**src/rtl/lzc_normalizer_if.sv**
```systemverilog
// Valid/ready handshake bundle between a producer, the normalizer and its consumer.
// The DUT connects through the slave modport; the upstream/downstream side uses master.
interface lzc_normalizer_if #(
    parameter int in_width  = 32,
    parameter int exp_width = 8
);
    localparam int shift_width = $clog2((2 ** $clog2(in_width)) + 1);

    logic                   in_valid;
    logic                   in_ready;
    logic [in_width-1:0]    in_data;
    logic                   out_valid;
    logic                   out_ready;
    logic [in_width-1:0]    out_data;
    logic [shift_width-1:0] out_shift;
    logic [exp_width-1:0]   out_exp;
    logic                   out_zero;

    modport master (
        output in_valid, in_data, out_ready,
        input  in_ready, out_valid, out_data, out_shift, out_exp, out_zero
    );

    modport slave (
        input  in_valid, in_data, out_ready,
        output in_ready, out_valid, out_data, out_shift, out_exp, out_zero
    );
endinterface

```
**src/rtl/lzc_normalizer.sv**
```systemverilog
// Integer-to-float front end: counts leading zeros, left-justifies the word and
// produces a biased exponent through a two-stage valid/ready pipeline.

module leading_zeros_counter #(
    parameter int width     = 32,
    parameter int cnt_width = 6
) (
    input  logic [width-1:0]     data,
    output logic [cnt_width-1:0] cnt
);
    // The highest set bit is visited last, so it decides the count.
    always_comb begin
        cnt = cnt_width'(width);
        for (int i = 0; i < width; i++) begin
            if (data[i]) cnt = cnt_width'(width - 1 - i);
        end
    end
endmodule

module lzc_normalizer #(
    parameter int in_width  = 32,
    parameter int exp_width = 8,
    parameter int exp_bias  = 127
) (
    input  logic               clk,
    input  logic               rst_n,
    lzc_normalizer_if.slave    bus
);
    localparam int sw = $clog2((2 ** $clog2(in_width)) + 1);
    localparam logic [exp_width-1:0] exp_top = exp_width'(exp_bias + in_width - 1);

    logic                 s1_valid;
    logic [in_width-1:0]  s1_data;
    logic [sw-1:0]        s1_cnt;
    logic                 s1_zero;
    logic [sw-1:0]        lzc_cnt;
    logic                 s1_adv;
    logic                 s2_adv;
    logic [in_width-1:0]  shifted;
    logic [exp_width-1:0] exp_next;

    logic                 out_valid;
    logic [in_width-1:0]  out_data;
    logic [sw-1:0]        out_shift;
    logic [exp_width-1:0] out_exp;
    logic                 out_zero;

    leading_zeros_counter #(
        .width     (in_width),
        .cnt_width (sw)
    ) u_lzc (
        .data (bus.in_data),
        .cnt  (lzc_cnt)
    );

    assign s2_adv       = ~out_valid | bus.out_ready;
    assign s1_adv       = ~s1_valid | s2_adv;
    assign bus.in_ready = s1_adv;
    assign s1_zero      = (s1_cnt == sw'(in_width));

    // Log-depth barrel shifter; the top stage shifts by >= in_width and clears the word.
    always_comb begin
        shifted = s1_data;
        for (int k = 0; k < sw; k++) begin
            if (s1_cnt[k]) shifted = shifted << (1 << k);
        end
    end

    assign exp_next = s1_zero ? '0 : exp_top - exp_width'(s1_cnt);

    always_ff @(posedge clk or negedge rst_n) begin
        if (!rst_n) begin
            s1_valid  <= 1'b0;
            s1_data   <= '0;
            s1_cnt    <= '0;
            out_valid <= 1'b0;
            out_data  <= '0;
            out_shift <= '0;
            out_exp   <= '0;
            out_zero  <= 1'b0;
        end else begin
            if (s1_adv) begin
                s1_valid <= bus.in_valid;
                if (bus.in_valid) begin
                    s1_data <= bus.in_data;
                    s1_cnt  <= lzc_cnt;
                end
            end
            if (s2_adv) begin
                out_valid <= s1_valid;
                if (s1_valid) begin
                    out_data  <= shifted;
                    out_shift <= s1_cnt;
                    out_exp   <= exp_next;
                    out_zero  <= s1_zero;
                end
            end
        end
    end

    assign bus.out_valid = out_valid;
    assign bus.out_data  = out_data;
    assign bus.out_shift = out_shift;
    assign bus.out_exp   = out_exp;
    assign bus.out_zero  = out_zero;
endmodule

```
**src/flat_wrapper.sv**
```systemverilog
// flat-port wrapper written by rule: the top's interface ports become plain ports
module lzc_normalizer_flat 
#(
    parameter int in_width  = 32,
    parameter int exp_width = 8,
    parameter int exp_bias  = 127
)
  (clk, rst_n, bus_in_valid, bus_in_data, bus_out_ready, bus_in_ready, bus_out_valid, bus_out_data, bus_out_shift, bus_out_exp, bus_out_zero);
  lzc_normalizer_if #(.in_width(in_width), .exp_width(exp_width)) bus_i ();
  input  logic clk;
  input  logic rst_n;
  input wire logic [$bits(bus_i.in_valid)-1:0] bus_in_valid;
  input wire logic [$bits(bus_i.in_data)-1:0] bus_in_data;
  input wire logic [$bits(bus_i.out_ready)-1:0] bus_out_ready;
  output wire logic [$bits(bus_i.in_ready)-1:0] bus_in_ready;
  output wire logic [$bits(bus_i.out_valid)-1:0] bus_out_valid;
  output wire logic [$bits(bus_i.out_data)-1:0] bus_out_data;
  output wire logic [$bits(bus_i.out_shift)-1:0] bus_out_shift;
  output wire logic [$bits(bus_i.out_exp)-1:0] bus_out_exp;
  output wire logic [$bits(bus_i.out_zero)-1:0] bus_out_zero;
  assign bus_i.in_valid = bus_in_valid;
  assign bus_i.in_data = bus_in_data;
  assign bus_i.out_ready = bus_out_ready;
  assign bus_in_ready = bus_i.in_ready;
  assign bus_out_valid = bus_i.out_valid;
  assign bus_out_data = bus_i.out_data;
  assign bus_out_shift = bus_i.out_shift;
  assign bus_out_exp = bus_i.out_exp;
  assign bus_out_zero = bus_i.out_zero;
  lzc_normalizer #(.in_width(in_width), .exp_width(exp_width), .exp_bias(exp_bias)) u_core (.clk(clk), .rst_n(rst_n), .bus(bus_i));
endmodule
```
**config.mk**
```make
export PLATFORM = sky130hd
export DESIGN_NAME = lzc_normalizer_flat
export DESIGN_NICKNAME = d
export VERILOG_FILES = /design/src/rtl/lzc_normalizer_if.sv /design/src/rtl/lzc_normalizer.sv /design/src/flat_wrapper.sv
export SDC_FILE = /design/constraint.sdc
export NUM_CORES = 1
export LEC_CHECK = 0
export CAP_MARGIN = 20
export CORE_MARGIN = 2
export CORE_UTILIZATION = 58
export CTS_CLUSTER_SIZE = 8
export DETAILED_ROUTE_END_ITERATION = 12
export GPL_ROUTABILITY_DRIVEN = 0
export HOLD_SLACK_MARGIN = 0.1
export PLACE_DENSITY_LB_ADDON = 0.1
export SETUP_SLACK_MARGIN = 0.3
export SLEW_MARGIN = 10
export SYNTH_ARGS = -nofsm -noshare
export SYNTH_HDL_FRONTEND = slang
export SYNTH_SLANG_ARGS = --single-unit
```
**constraint.sdc**
```tcl
create_clock -name clk -period 4.4 [get_ports clk]
set_clock_uncertainty 0.2 [all_clocks]
set_input_delay 0.66 -clock clk [delete_from_list [all_inputs] [get_ports clk]]
set_output_delay 0.66 -clock clk [all_outputs]
set_load 0.02 [all_outputs]
```
==> flow_summary.ini <==
[power_and_ir_drop]
leakagePower_nw = 2.521
fin_total_pwr_w = 0.002710
ir_drop_v = 0.0002103
p_per_area_mw_per_mm2 = 431.3

[setup_path]
cp.required_ns = 4.45
rr_startpoint = u_core.s1_cnt[0]
start_kind = register
critPathMaxFanout = 23
worst_r2r_path_depth = 5
cp_top_family = multiplexers
crit_start = u_core.s1_cnt[0]
crit_slowest_cell = dfrtp_1
worst_ep_arrival_time_ns = 3.08
cp-end-kind = register
max_stage_delay_ns = 0.86
worstPathCellList = buf_4 -> mux4_1 -> mux4_2 -> a221oi_1 -> nor2_1
crit_buf_inv = 1
path_depth = 5
path_class = reg -> reg

[global_routing]
grt_pass1_wl_um = 21450
antenna_found_initial = 0
grt_usage_pct = 28.26
grt_use_met2_pct = 43.52
grt_max_degree = 88
grt_remaining_overflow = 0
grt_use_met3_pct = 4.080
met1_usage_pct = 40.67
top_usage_layer = met2
grt_pass1_vias = 4075

[layout]
drive_gt1_share_pct = 12.87
multi_input_area_mm2 = 0.002764
nFillCells = 638
fin_util_pct = 72.76
seqCellArea_mm2 = 0.002177
n_antenna_cell = 0
syn_to_final_growth_pct = 22.40
nets = 600

[yosys]
synth_top_area_share_pct = 42.41
synth_edf_count = 0
async_flop_share_pct = 100.0
avgSynthCellArea_um2 = 10.50
ys_warn_count = 0
synth_cell_types = 58
ys_seq_elements = 87
syn_nets = 527
ys.flop_type = dfrtp_1
synth_top_area_cell = dfrtp_1
yosysSeqAreaShare_pct = 42.41
synth_cells = 489
ys_top_cells_by_area = dfrtp_1 42%, mux2_2 7.0%, mux4_2 7.0%
synth_area_mm2 = 0.005134

[detailed_routing]
postRouteAntennaNets = 0
post-route-drc-count = 0
wire_per_inst_um = 19.69
vias = 4368
viasPerCell = 6.471
drt-total-wl_um = 13290
firstDrtPassIters = 6
drtIter0Drc = 273

[sta]
tns_ns = 0
fin_crit_ns = 3.029
fmax_mhz = 330.1
slew_violations = 0
period_share_pct = 68.85
fin_ws_ns = 1.371
setup_viol = 0
worstMarginPinSlew_ns = 0.8505
slew_headroom_pct = 43.30
rsz0062_at_grt = no
hold_viol = 0

[placement]
numPortBuffers = 84
place.detailed.hpwl_um = 9704
place_ws_ns = 1.366

[clocking]
cts_root_buf = clkbuf_8
ctsResizeCount = 0
cts_made_buffers = 9
clk_pin_slew_ns = 0.09
cts.sinks = 87
cts.path.max_buffers = 2
cts_tree = done
postCtsSetupBuffers = 0
clkLatencyLatePin_ns = 0.36
ctsHoldBuffers = 0
cts_htree_levels = 3

[floorplanning]
core-area_mm2 = 0.008636
num_io_pins = 85
die_y_um = 98.08
dieArea_mm2 = 0.009620
rows = 34
start_util_pct = 59.45
fp.dieW_um = 98.08

[job]
maxCapViolCount = 0

[worst_hold_path]
hp-start = u_core.bus.out_shift[4]
hold_depth = 2
hold_path.class = reg -> reg

[status]
status = finished clean
-- report_power, final --
part           switching (W)  internal [W]  total, W  leakage [nW]
clock               0.000295      0.000322  0.000617         0.107
sequential          0.000132      0.000946   0.00108          1.06
combinational       0.000516      0.000499   0.00102          1.35
-- state kept, by name (all words and copies together) (netlist names) --
name / cells
u_core.bus.out_data: 32
u_core.s1_data: 32
u_core.bus.out_exp: 8
u_core.bus.out_shift: 6
u_core.s1_cnt: 6
u_core.bus.out_valid: 1
u_core.bus.out_zero: 1
u_core.s1_valid: 1
-- per-stage QoR --
| step | std cells | hold slack [ns] | cell area (um2) |
|---|---|---|---|
| 2_1_floorplan | 489 | 0.1644 | 5134 |
| 3_3_place_gp | 656 | 0.2600 | 6005 |
| 3_5_place_dp | 656 | 0.2659 | 6005 |
| 4_1_cts | 672 | 0.2876 | 6218 |
| 5_1_grt | 675 | 0.3073 | 6284 |
| 6_report | 675 | 0.2881 | 6284 |
-- Yosys cell counts, types with 5 or more instances --
cell type / instances
nor2b_1: 8
nor3_1: 5
nand3_1: 9
clkbuf_1: 16
inv_1: 10
mux2_2: 32
a221oi_1: 5
a22o_1: 12
o21ai_0: 40
dfrtp_1: 87
nor2_1: 38
nand2_1: 58
buf_1: 9
a31oi_1: 8
nand2b_1: 7
mux4_2: 16
mux4_1: 9
a22oi_1: 7
nand4_1: 6
mux2i_1: 28
a21oi_1: 18
-- layout by cell type (no fill, tap or decap), drive strengths merged, types with 3 or more instances in the layout --
cell type       n
dfrtp          87
clkdlybuf4s50  83
nand2          58
o21ai          43
nor2           38
mux2           33
mux2i          28
mux4           25
a21oi          18
a22o           12
inv            11
clkbuf         11
nand3           9
buf             9
nor2b           8
a31oi           8
nand2b          7
a22oi           7
nand4           6
a221oi          5
nor3            5
o211ai          4
nor4            4
o31ai           4
clkinv          4
o221ai          3
-- layout make-up --
class,count,area share (%)
Sequential cell,87,34.65
Clock buffer,11,2.091
Inverter,12,0.7168
Tap cell,108,2.151
Timing Repair Buffer,93,15.09
Clock inverter,5,1.314
Multi-Input combinational cell,359,43.99
-- routing by layer --
layer,routed length (um),vias up
met1,5676,2125
met5,0,-
li1,-,1995
met4,430,0
met3,855,43
met2,6332,205
-- worst paths after layout --
check,end,slack (ns)
worst max-delay path,u_core.bus.out_data[21],1.37
worst min-delay path,u_core.bus.out_shift[4],0.29
worst max register to register,u_core.bus.out_data[21],1.37
worst min register to register,u_core.bus.out_shift[4],0.29
max in group asynchronous,u_core.s1_data[15],2.81
min in group asynchronous,u_core.bus.out_shift[0],0.56
-- logic make-up (layout without fill, tap and decap cells) --
logic type | Yosys count | after routing | share of synthesized area, %
compound gates | 123 | 123 | 15.65
mux | 86 | 86 | 24.32
buf+inv | 43 | 121 | 3.753
fa+ha+maj | 2 | 2 | 0.4874
simple gates | 145 | 145 | 12.87
flops | 87 | 87 | 42.41
xor+xnor | 3 | 3 | 0.5119
-- worst min-delay path, cell delays in order, from the launching register on --
cell,delay [ns]
dfrtp_1,0.35
nand2_1,0.05
o21ai_0,0.06
Power figures use the tool's default switching activity.
==> RTL edit: new RTL, same flow settings <==
`in_width` is set to 32 in 3 places; all go to 64.
--- a/src/rtl/lzc_normalizer_if.sv
+++ b/src/rtl/lzc_normalizer_if.sv
@@ -3,3 +3,3 @@
 interface lzc_normalizer_if #(
-    parameter int in_width  = 32,
+    parameter int in_width  = 64,
     parameter int exp_width = 8
--- a/src/rtl/lzc_normalizer.sv
+++ b/src/rtl/lzc_normalizer.sv
@@ -20,3 +20,3 @@
 module lzc_normalizer #(
-    parameter int in_width  = 32,
+    parameter int in_width  = 64,
     parameter int exp_width = 8,
--- a/src/flat_wrapper.sv
+++ b/src/flat_wrapper.sv
@@ -3,3 +3,3 @@
 #(
-    parameter int in_width  = 32,
+    parameter int in_width  = 64,
     parameter int exp_width = 8,
Interface: changed (resized bus_in_data, bus_out_data and bus_out_shift); port bits go from 85 to 150. The function was not compared with the original's and may differ.
==> RTL edit against the unedited design <==
Global-route usage up 6.4 points; wire length rose to 2.6 times the old value; setup slack got worse by 0.34 ns; first-iteration DRC count rose to 5.4 times the old value; cell area rose by 110%; synthesized cell count is 120% higher; sequential power increased by 88%; die area up 110%; via count is 130% higher; total power is 120% higher; sequential cell count increased by 66; area after synthesis up 110%; sequential share of layout area decreased by 5.4 points.
==> RTL edit: results (changes against the unedited design) <==
Outcome
  • Outcome: finished, final reports clean (unchanged)

Cells and area
  • Clock buf/inv share: 0.04977 (was 0.03405)
  • NonClk Buf Share: 0.1272 (was 0.1509)
  • Fill cells: 1420 (was 638)
  • Non-clock inverters: 19 (was 12)
  • Multi-input logic area: 6616 um2 (was 2764 um2)
  • Fin cells: 1421 (was 675)
  • Nets@finish: 1245 (was 600)

Setup path
  • Worst-path fanout max: 55 (was 23)
  • CP endpoint: u_core.bus.out_data[44] (was u_core.bus.out_data[21])
  • FF-to-FF Start: u_core.s1_cnt[1] (was u_core.s1_cnt[0])
  • Arr. time, crit path: 3.48 ns (was 3.08 ns)
  • Reg2Reg Depth: 6 (was 5)

Pwr
  • Internal power: 3.822 mW (was 1.767 mW)
  • Leakage: 5.047 nW (was 2.521 nW)

Global routing
  • Met1 Use GR: 0.4953 (was 0.4067)
  • Met3 GRT Util: 0.07931 (was 0.04080)
  • GR Util All Layers: 0.3469 (was 0.2826)

Clock tree
  • Clk slew on worst S/H paths: 0.06 ns (was 0.09 ns)
  • Clock Latency Late Sink: 0.43 ns (was 0.36 ns)
  • Root Driver: clkbuf_16 (was clkbuf_8)
  • H-tree depth: 4 (was 3)

Timing
  • Worst hold margin: 0.2807 ns (was 0.2881 ns)

Routing
  • Vias after detailed routing: 9986 (was 4368)
  • Metal-1 WL: 14110 um (was 5676 um)
  • Routed WL: 34490 um (was 13290 um)

Hold path
  • Hold Crit Start: u_core.bus.out_shift[0] (was u_core.bus.out_shift[4])
  • Hold endpoint: u_core.bus.out_shift[0] (was u_core.bus.out_shift[4])

Placement
  • Post-Place Setup Slack: 1.081 ns (was 1.366 ns)
  • I/O Buffers: 149 (was 84)

Synthesis
  • Synthesis-stage register bit count: 153 (was 87)
  • Synth top area cells: dfrtp_1, mux4_2, mux2_2 (was dfrtp_1, mux2_2, mux4_2)
  • Syn Nets: 1141 (was 527)
  • Synth Area per Inst: 10.20 um2 (was 10.50 um2)
  • Post-synthesis sequential area ratio: 0.3504 (was 0.4241)
  • Distinct cells, synth: 63 (was 58)
RTL edit: changes by cell type in the layout (fill, tap and decap cells not counted), sizes merged, moves of 13 or more:
cell / before / now
a21oi: 18 / 47
mux2i: 28 / 69
nor3: 5 / 22
o21ai: 43 / 68
mux4: 25 / 66
o221ai: 3 / 16
mux2: 33 / 92
nand2: 58 / 129
o211ai: 4 / 17
nor2: 38 / 79
dfrtp: 87 / 153
clkdlybuf4s50: 83 / 148
nor4: 4 / 17
RTL edit: per-stage QoR:
stage	total power, mW	cell area, um2
2_1_floorplan	3.296	10930
3_3_place_gp	4.198	12480
3_5_place_dp	4.239	12480
4_1_cts	5.902	13150
5_1_grt	6.170	13150
6_report	5.953	13150
RTL edit: cell families after synthesis:
logic type,after synthesis,share of synthesized area
XOR/XNOR,5,0.004009
AO/OA/AOI/OAI,274,0.1728
flip-flops,153,0.3504
multiplexers,227,0.2989
AND/OR/NAND/NOR,310,0.1271
buffers and inverters,100,0.04443
adder cells (fa/ha/maj),2,0.002290
